$ cat src/rtl/hazard_unit_pkg.sv
// Shared encodings for the D-stage hazard unit and its instruction decoder.
// Opcode/func values, Tnew/Tuse constants, forward-select codes and the instruction classifier.
package hazard_unit_pkg;

    localparam logic [5:0] OP_RTYPE = 6'h00;
    localparam logic [5:0] OP_JAL   = 6'h03;
    localparam logic [5:0] OP_BEQ   = 6'h04;
    localparam logic [5:0] OP_BNE   = 6'h05;
    localparam logic [5:0] OP_ADDI  = 6'h08;
    localparam logic [5:0] OP_ANDI  = 6'h0c;
    localparam logic [5:0] OP_ORI   = 6'h0d;
    localparam logic [5:0] OP_LUI   = 6'h0f;
    localparam logic [5:0] OP_LB    = 6'h20;
    localparam logic [5:0] OP_LH    = 6'h21;
    localparam logic [5:0] OP_LW    = 6'h23;
    localparam logic [5:0] OP_SB    = 6'h28;
    localparam logic [5:0] OP_SH    = 6'h29;
    localparam logic [5:0] OP_SW    = 6'h2b;

    localparam logic [5:0] FUNC_SLL  = 6'h00;
    localparam logic [5:0] FUNC_JR   = 6'h08;
    localparam logic [5:0] FUNC_ADD  = 6'h20;
    localparam logic [5:0] FUNC_SUB  = 6'h22;
    localparam logic [5:0] FUNC_AND  = 6'h24;
    localparam logic [5:0] FUNC_OR   = 6'h25;
    localparam logic [5:0] FUNC_SLT  = 6'h2a;
    localparam logic [5:0] FUNC_SLTU = 6'h2b;

    localparam logic [1:0] T0 = 2'd0;
    localparam logic [1:0] T1 = 2'd1;
    localparam logic [1:0] T2 = 2'd2;

    localparam logic [1:0] FWD_GRF = 2'd0;
    localparam logic [1:0] FWD_W   = 2'd1;
    localparam logic [1:0] FWD_M   = 2'd2;
    localparam logic [1:0] FWD_E   = 2'd3;

    localparam int unsigned REG_RA = 31;

    typedef enum logic [3:0] {
        CLS_NONE,
        CLS_CAL_R,
        CLS_SHIFT,
        CLS_CAL_I,
        CLS_LUI,
        CLS_LOAD,
        CLS_STORE,
        CLS_BRANCH,
        CLS_JR,
        CLS_JAL
    } instr_class_e;

    function automatic instr_class_e classify(input logic [5:0] op, input logic [5:0] func);
        instr_class_e cls;
        cls = CLS_NONE;
        case (op)
            OP_RTYPE: begin
                case (func)
                    FUNC_ADD, FUNC_SUB, FUNC_AND, FUNC_OR,
                    FUNC_SLT, FUNC_SLTU:  cls = CLS_CAL_R;
                    FUNC_SLL:             cls = CLS_SHIFT;
                    FUNC_JR:              cls = CLS_JR;
                    default:              cls = CLS_NONE;
                endcase
            end
            OP_ORI, OP_ADDI, OP_ANDI:     cls = CLS_CAL_I;
            OP_LUI:                       cls = CLS_LUI;
            OP_LW, OP_LB, OP_LH:          cls = CLS_LOAD;
            OP_SW, OP_SB, OP_SH:          cls = CLS_STORE;
            OP_BEQ, OP_BNE:               cls = CLS_BRANCH;
            OP_JAL:                       cls = CLS_JAL;
            default:                      cls = CLS_NONE;
        endcase
        return cls;
    endfunction

endpackage

$ cat src/rtl/hazard_decode.sv
// Combinational decode of one instruction into destination, Tnew and per-source Tuse.
// Shared with the E-stage control unit so both sides agree on timing.
module hazard_decode
    import hazard_unit_pkg::*;
#(
    parameter int unsigned TW = 2,
    parameter int unsigned AW = 5
) (
    input  logic [31:0]   instr,
    output logic [AW-1:0] dest,
    output logic [TW-1:0] tnew,
    output logic [TW-1:0] tuse_rs,
    output logic [TW-1:0] tuse_rt,
    output logic          use_rs,
    output logic          use_rt
);

    instr_class_e cls;
    logic [AW-1:0] rt;
    logic [AW-1:0] rd;
    logic unused_shamt;

    assign rt = AW'(instr[20:16]);
    assign rd = AW'(instr[15:11]);
    assign unused_shamt = ^instr[10:6];

    always_comb begin
        cls     = classify(instr[31:26], instr[5:0]);
        dest    = '0;
        tnew    = '0;
        tuse_rs = '0;
        tuse_rt = '0;
        use_rs  = 1'b0;
        use_rt  = 1'b0;
        case (cls)
            CLS_CAL_R: begin
                dest    = rd;
                tnew    = TW'(T1);
                use_rs  = 1'b1;
                tuse_rs = TW'(T1);
                use_rt  = 1'b1;
                tuse_rt = TW'(T1);
            end
            // sll shifts rt; its rs field carries no operand
            CLS_SHIFT: begin
                dest    = rd;
                tnew    = TW'(T1);
                use_rt  = 1'b1;
                tuse_rt = TW'(T1);
            end
            CLS_CAL_I: begin
                dest    = rt;
                tnew    = TW'(T1);
                use_rs  = 1'b1;
                tuse_rs = TW'(T1);
            end
            CLS_LUI: begin
                dest    = rt;
                tnew    = TW'(T1);
            end
            CLS_LOAD: begin
                dest    = rt;
                tnew    = TW'(T2);
                use_rs  = 1'b1;
                tuse_rs = TW'(T1);
            end
            CLS_STORE: begin
                use_rs  = 1'b1;
                tuse_rs = TW'(T1);
                use_rt  = 1'b1;
                tuse_rt = TW'(T2);
            end
            CLS_BRANCH: begin
                use_rs  = 1'b1;
                tuse_rs = TW'(T0);
                use_rt  = 1'b1;
                tuse_rt = TW'(T0);
            end
            CLS_JR: begin
                use_rs  = 1'b1;
                tuse_rs = TW'(T0);
            end
            CLS_JAL: begin
                dest    = AW'(REG_RA);
                tnew    = TW'(T0);
            end
            default: begin
                dest    = '0;
            end
        endcase
    end

endmodule

$ cat src/rtl/hazard_unit.sv
// D-stage hazard unit: E/M/W destination scoreboard, stall generation and D-stage forward selects.
// Register 0 is never a producer, so it never matches, stalls or forwards.
module hazard_unit
    import hazard_unit_pkg::*;
#(
    parameter int unsigned TW = 2,
    parameter int unsigned AW = 5
) (
    input  logic          clk,
    input  logic          reset,
    input  logic [31:0]   instr_D,
    output logic          stall,
    output logic [AW-1:0] reg_addr_E,
    output logic [TW-1:0] Tnew_E,
    output logic [AW-1:0] reg_addr_M,
    output logic [TW-1:0] Tnew_M,
    output logic [AW-1:0] reg_addr_W,
    output logic [1:0]    fwd_rs_D_op,
    output logic [1:0]    fwd_rt_D_op
);

    logic [AW-1:0] rs_D;
    logic [AW-1:0] rt_D;
    logic [AW-1:0] dest_D;
    logic [TW-1:0] tnew_D;
    logic [TW-1:0] tuse_rs_D;
    logic [TW-1:0] tuse_rt_D;
    logic          use_rs_D;
    logic          use_rt_D;
    logic          stall_rs;
    logic          stall_rt;

    assign rs_D = AW'(instr_D[25:21]);
    assign rt_D = AW'(instr_D[20:16]);

    hazard_decode #(
        .TW(TW),
        .AW(AW)
    ) u_decode (
        .instr   (instr_D),
        .dest    (dest_D),
        .tnew    (tnew_D),
        .tuse_rs (tuse_rs_D),
        .tuse_rt (tuse_rt_D),
        .use_rs  (use_rs_D),
        .use_rt  (use_rt_D)
    );

    function automatic logic src_stall(
        input logic [AW-1:0] src,
        input logic [TW-1:0] tuse,
        input logic [AW-1:0] addr_e,
        input logic [TW-1:0] tnew_e,
        input logic [AW-1:0] addr_m,
        input logic [TW-1:0] tnew_m
    );
        logic hit_e;
        logic hit_m;
        hit_e = (src != '0) && (src == addr_e) && (tnew_e > tuse);
        hit_m = (src != '0) && (src == addr_m) && (tnew_m > tuse);
        return hit_e || hit_m;
    endfunction

    // A pending E result shadows older copies in M/W; the stall covers that case
    function automatic logic [1:0] fwd_select(
        input logic [AW-1:0] src,
        input logic [AW-1:0] addr_e,
        input logic [TW-1:0] tnew_e,
        input logic [AW-1:0] addr_m,
        input logic [TW-1:0] tnew_m,
        input logic [AW-1:0] addr_w
    );
        logic [1:0] sel;
        sel = FWD_GRF;
        if (src == '0) begin
            sel = FWD_GRF;
        end else if (src == addr_e) begin
            sel = (tnew_e == '0) ? FWD_E : FWD_GRF;
        end else if ((src == addr_m) && (tnew_m == '0)) begin
            sel = FWD_M;
        end else if (src == addr_w) begin
            sel = FWD_W;
        end
        return sel;
    endfunction

    function automatic logic [TW-1:0] sat_dec(input logic [TW-1:0] x);
        return (x == '0) ? '0 : x - TW'(1);
    endfunction

    always_comb begin
        stall_rs    = use_rs_D && src_stall(rs_D, tuse_rs_D, reg_addr_E, Tnew_E, reg_addr_M, Tnew_M);
        stall_rt    = use_rt_D && src_stall(rt_D, tuse_rt_D, reg_addr_E, Tnew_E, reg_addr_M, Tnew_M);
        stall       = stall_rs || stall_rt;
        fwd_rs_D_op = fwd_select(rs_D, reg_addr_E, Tnew_E, reg_addr_M, Tnew_M, reg_addr_W);
        fwd_rt_D_op = fwd_select(rt_D, reg_addr_E, Tnew_E, reg_addr_M, Tnew_M, reg_addr_W);
    end

    always_ff @(posedge clk) begin
        if (reset) begin
            reg_addr_E <= '0;
            Tnew_E     <= '0;
            reg_addr_M <= '0;
            Tnew_M     <= '0;
            reg_addr_W <= '0;
        end else begin
            reg_addr_W <= reg_addr_M;
            reg_addr_M <= reg_addr_E;
            Tnew_M     <= sat_dec(Tnew_E);
            if (stall) begin
                reg_addr_E <= '0;
                Tnew_E     <= '0;
            end else begin
                reg_addr_E <= dest_D;
                Tnew_E     <= tnew_D;
            end
        end
    end

endmodule

$ cat config.mk
export PLATFORM = sky130hd
export DESIGN_NAME = hazard_unit
export DESIGN_NICKNAME = d
export VERILOG_FILES = /design/src/rtl/hazard_unit_pkg.sv /design/src/rtl/hazard_decode.sv /design/src/rtl/hazard_unit.sv
export SDC_FILE = /design/constraint.sdc
export NUM_CORES = 1
export LEC_CHECK = 0
export CORE_MARGIN = 2
export CORE_UTILIZATION = 53
export CTS_CLUSTER_DIAMETER = 200
export CTS_CLUSTER_SIZE = 24
export DETAILED_ROUTE_END_ITERATION = 8
export DONT_BUFFER_PORTS = 1
export GPL_ROUTABILITY_DRIVEN = 0
export HOLD_SLACK_MARGIN = 0.05
export PLACE_DENSITY = 0.78
export SLEW_MARGIN = 5
export SYNTH_ARGS = -nofsm -noshare
export SYNTH_HDL_FRONTEND = slang
export SYNTH_HIERARCHICAL = 1
export SYNTH_SLANG_ARGS = --single-unit
$ cat constraint.sdc
create_clock -name clk -period 4.98 [get_ports clk]
set_input_delay 1.245 -clock clk [delete_from_list [all_inputs] [get_ports clk]]
set_output_delay 1.245 -clock clk [all_outputs]
set_load 0.02 [all_outputs]
==> flow_results.org <==
** Worst setup path
- Critical Path, Cell by Cell :: nor3_1 -> nand4b_1 -> o21ai_4 -> ha_1 -> inv_1 -> a21oi_1 -> a211o_4 -> o22ai_4 -> or3b_1
- Crit path largest cell delay :: 0.50 ns
- For the worst setup path, the data arrival time is 3.28 ns.
- Worst reg2reg path endpoint :: Tnew_E[0]
- Startpoint of the worst register-to-register path :: Tnew_M[1]
- Worst Setup End Kind :: primary output
- Crit Path Max Fanout :: 9
- STA classifies the critical path startpoint as an input port.
- Type of the worst setup path :: input port to primary output
- Critical path required time :: 3.73 ns
- R2R Setup Slk :: 3.08 ns
- The worst register-to-register path has a depth of 7.
- Slowest cell on the critical path :: sky130_fd_sc_hd__or3b_1

** Yosys
- Averaged over all synthesized cells, the footprint is 9.06 um^2.
- Number of library cell types mapped by synthesis :: 43
- Total of flip-flops plus latches after synthesis :: 19
- Post-Synthesis Cells :: 180
- Synthesized net count :: 223
- Post-synth design cell area :: 1630 um^2
- Total number of yosys warnings :: 6
- For this run, the register share of the synthesized area comes to 0.233.

** Clock tree
- In this run, post-CTS hold repair placed 0 buffers.
- Post-CTS clock slew at the launch and capture registers of the worst setup and hold paths :: ~0.13 ns
- The root buffer cell chosen for the clock tree is sky130_fd_sc_hd__clkbuf_4.
- Cells resized by post-CTS repair :: 0
- Post-CTS timing repair inserted 0 buffers for setup.
- Clock tree sinks :: 19
- CTS Buf Count :: 3
- TritonCTS built the clock tree.
- CTS H-tree lvls :: 1
- The clock reaches the later pin of the worst-skew pair after between 0.3 and 0.4 ns.
- The clock passes through at most 2 buffers.

** Detailed routing
- Wl on met1 :: ~1.7 mm
- Highest routing layer actually used :: met4
- The first detailed-routing pass took 4 iterations.
- The count of nets left with antenna violations once routing finished came out at 0.
- Dividing the detail-routed wire length by the instance count gives 18.2 um.
- Summed over all layers, the routed wires come to 3.94 mm.
- In the detailed route, the total length drawn on met3 is 256 um.
- Residual DRC :: 0
- The routed layout has roughly 1,400 vias.
- Vias/cell :: 6.35
- Detailed route wirelength on metal2 :: between 1.5 and 2 mm
- For this block, the initial DRC count from the detailed router was 61.

** STA
- Worst clock skew on the final layout :: 0.0131 ns
- Final TNS setup :: 0 ns
- In the finished design, the share of the clock period the worst path needs comes to 0.910.
- Hold is met by 0.597 ns.
- Final Slew Violations :: 0
- For this run, the top clock speed supported by timing is 221 MHz.
- Counting I/O delays and the setup requirement, the final critical path takes 4.53 ns.
- At the pin with the least slew margin, the transition time is ~0.54 ns.
- RSZ-0062 raised after global routing :: false
- Headroom to the max-slew limit came out at 0.638.
- The worst path meets setup with 0.451 ns of slack.
- The number of hold violations in the final report came to 0.
- Setup violations remaining at the end of the flow were counted as 0.

** Min path
- Launch point of the worst hold path :: Tnew_E[0]
- For hold timing, the worst endpoint is Tnew_M[0].
- Hold path cells :: 1
- Class of the most critical hold timing path :: flip-flop to flip-flop

** Power
- Of the total power, the clock network draws 0.281.
- Static Leak :: 0.000650 uW
- The share of total power dissipated in combinational logic is 0.177.
- Of the total power, registers draw 0.541.
- Across the VDD grid, the largest voltage drop is 179 uV.
- Dividing total power by cell area gives a power density of 176 nW/um^2.
- Of the total power, the share spent switching nets is 0.295.
- For this design the total switching power over the nets is 88.0 uW.
- Internal portion of total power :: ~210 uW

** Floorplan
- Area of the die :: 3540 um^2
- In this run the standard cell core region covers 2980 um^2.
- between 50 and 60 I/O pins were placed.
- Row generation in the floorplan step produced 20 rows.
- The floorplan step set the die width to roughly 60 um.
- Die extent in y :: ~60 um
- Starting Density :: 0.548

** Outcome
- Result of the run :: completed

** Final layout
- Storage cell area :: 380 um^2
- Most common cell after layout, fill and taps aside :: sky130_fd_sc_hd__dfxtp_1
- From synthesis to final layout, the design area changed by 3.91%.
- The library cells used most frequently in the layout, excluding fill and tap cells, are sky130_fd_sc_hd__dfxtp_1 (19), sky130_fd_sc_hd__xor2_1 (18), sky130_fd_sc_hd__nor3_1 (16).
- Of the cells placed in the final design, the portion with a size suffix greater than 1 is 0.120.
- The number of antenna diodes in the final layout is 0.
- Summing all multi-input logic gate instances after layout gives 1190 um^2.
- The net count of the finished layout is 227.
- The layout has 261 filler cells.

** Global routing
- Pin count of the biggest net entering global routing :: 20
- The via count of the first global-routing pass came to between 1,000 and 1,500.
- Global routing finished with a remaining overflow of 0.
- In the global route stage, overall resource usage came out at 0.234.
- The first global-routing pass estimated 6.31 mm of wire.
- The initial antenna violation count is 0.

** Placement
- After legalization and detailed placement, the total HPWL measured approximately 3.2 mm.
- Worst setup timing slack at the placement stage :: 0.471 ns
- Number of port buffers :: 0

** Flow run
- The tool flagged a number of max-cap violations equal to 0.
routing by layer:
metal	vias up	track usage
met5	-	0
met4	0	0.0422
met3	3	0.0742
met2	50	0.402
met1	658	0.287
li1	661	-
power by group through the flow:
stage	clock network [uW]	logic (uW)	registers, uW
2_1_floorplan	0	48.1	164
3_3_place_gp	0	49.7	165
3_5_place_dp	0	51.8	165
4_1_cts	85.7	52.3	162
5_1_grt	92.7	57.7	162
6_report	84.0	52.9	162
cell type report:
cell class,count,share of cell area
Clock buffer,3,0.0133
Multi-Input combinational cell,148,0.703
Sequential cell,19,0.224
Tap cell,33,0.0244
Timing Repair Buffer,2,0.00886
Clock inverter,1,0.00443
Inverter,10,0.0221
through the flow:
stage,utilization,instance area (um^2),total power (uW),instances
finish,0.569,1700,298,216
global route,0.569,1700,313,216
CTS,0.569,1700,300,216
detailed placement,0.559,1670,217,212
global placement,0.559,1670,215,212
floorplan,-,1630,212,180
worst max-delay path by stage:
stage	start	to	slack, ns	cells after the start
floorplan	instr_D[31]	stall	0.62	10
global placement	instr_D[28]	stall	0.58	9
detailed placement	instr_D[28]	stall	0.47	9
CTS	instr_D[28]	stall	0.46	9
global route	instr_D[28]	stall	0.29	9
finish	instr_D[28]	stall	0.45	9
registers in the layout, summed over array words and instances (netlist names):
name        count
reg_addr_E      5
Tnew_M          2
reg_addr_W      5
reg_addr_M      5
Tnew_E          2
cell families after synthesis:
kind of cell	Yosys count	share of synthesized area
AND/OR/NAND/NOR	85	0.350
XOR/XNOR	30	0.161
AO/OA/AOI/OAI	22	0.142
flip-flops	19	0.233
buffers and inverters	13	0.0368
adder cells (fa/ha/maj)	9	0.0690
other	1	0.00230
multiplexers	1	0.00614
critical path, delay by kind of cell:
kind / cells / cell delay [ns]
AND/OR/NAND/NOR: 3 / 1.19
buffers and inverters: 1 / 0.04
AO/OA/AOI/OAI: 4 / 0.60
adder cells (fa/ha/maj): 1 / 0.20
synthesized netlist by cell type:
| cell | instances | area share |
|---|---|---|
| sky130_fd_sc_hd__nand4b_2 | 1 | 0.0092 |
| sky130_fd_sc_hd__nor4_4 | 1 | 0.013 |
| sky130_fd_sc_hd__a21o_1 | 1 | 0.0046 |
| sky130_fd_sc_hd__o211a_1 | 1 | 0.0061 |
| sky130_fd_sc_hd__xor2_1 | 18 | 0.097 |
| sky130_fd_sc_hd__nand3_4 | 2 | 0.021 |
| sky130_fd_sc_hd__a211o_4 | 1 | 0.011 |
| sky130_fd_sc_hd__mux2i_1 | 1 | 0.0061 |
| sky130_fd_sc_hd__buf_6 | 1 | 0.0069 |
| sky130_fd_sc_hd__and3_2 | 1 | 0.0046 |
| sky130_fd_sc_hd__a31oi_1 | 1 | 0.0038 |
| sky130_fd_sc_hd__nor2_1 | 8 | 0.018 |
| sky130_fd_sc_hd__nor2b_1 | 13 | 0.050 |
| sky130_fd_sc_hd__nand2b_4 | 1 | 0.0084 |
| sky130_fd_sc_hd__o22ai_4 | 1 | 0.012 |
| sky130_fd_sc_hd__nand4b_1 | 3 | 0.016 |
| sky130_fd_sc_hd__ha_1 | 9 | 0.069 |
| sky130_fd_sc_hd__nor4_1 | 2 | 0.0077 |
| sky130_fd_sc_hd__nand4_1 | 6 | 0.023 |
| sky130_fd_sc_hd__or4_4 | 1 | 0.0069 |
| sky130_fd_sc_hd__clkbuf_1 | 1 | 0.0023 |
| sky130_fd_sc_hd__o21ai_4 | 2 | 0.020 |
| sky130_fd_sc_hd__a211o_1 | 1 | 0.0054 |
| sky130_fd_sc_hd__nand3_1 | 8 | 0.025 |
| sky130_fd_sc_hd__or2_2 | 1 | 0.0038 |
| sky130_fd_sc_hd__a21oi_1 | 6 | 0.018 |
| sky130_fd_sc_hd__inv_1 | 10 | 0.023 |
| sky130_fd_sc_hd__nor3_1 | 16 | 0.049 |
| sky130_fd_sc_hd__nand3b_1 | 8 | 0.037 |
| sky130_fd_sc_hd__nand2_1 | 2 | 0.0046 |
| sky130_fd_sc_hd__o21ai_1 | 1 | 0.0031 |
| sky130_fd_sc_hd__buf_4 | 1 | 0.0046 |
| sky130_fd_sc_hd__conb_1 | 1 | 0.0023 |
| sky130_fd_sc_hd__a2111oi_4 | 1 | 0.017 |
| sky130_fd_sc_hd__a221o_1 | 5 | 0.031 |
| sky130_fd_sc_hd__nor4b_1 | 1 | 0.0054 |
| sky130_fd_sc_hd__and4b_2 | 2 | 0.014 |
| sky130_fd_sc_hd__a32oi_2 | 1 | 0.010 |
| sky130_fd_sc_hd__dfxtp_1 | 19 | 0.23 |
| sky130_fd_sc_hd__or4_1 | 1 | 0.0046 |
| sky130_fd_sc_hd__nand2b_1 | 6 | 0.023 |
| sky130_fd_sc_hd__xnor2_1 | 12 | 0.064 |
| sky130_fd_sc_hd__or3b_1 | 1 | 0.0054 |
Power figures use the tool's default switching activity.
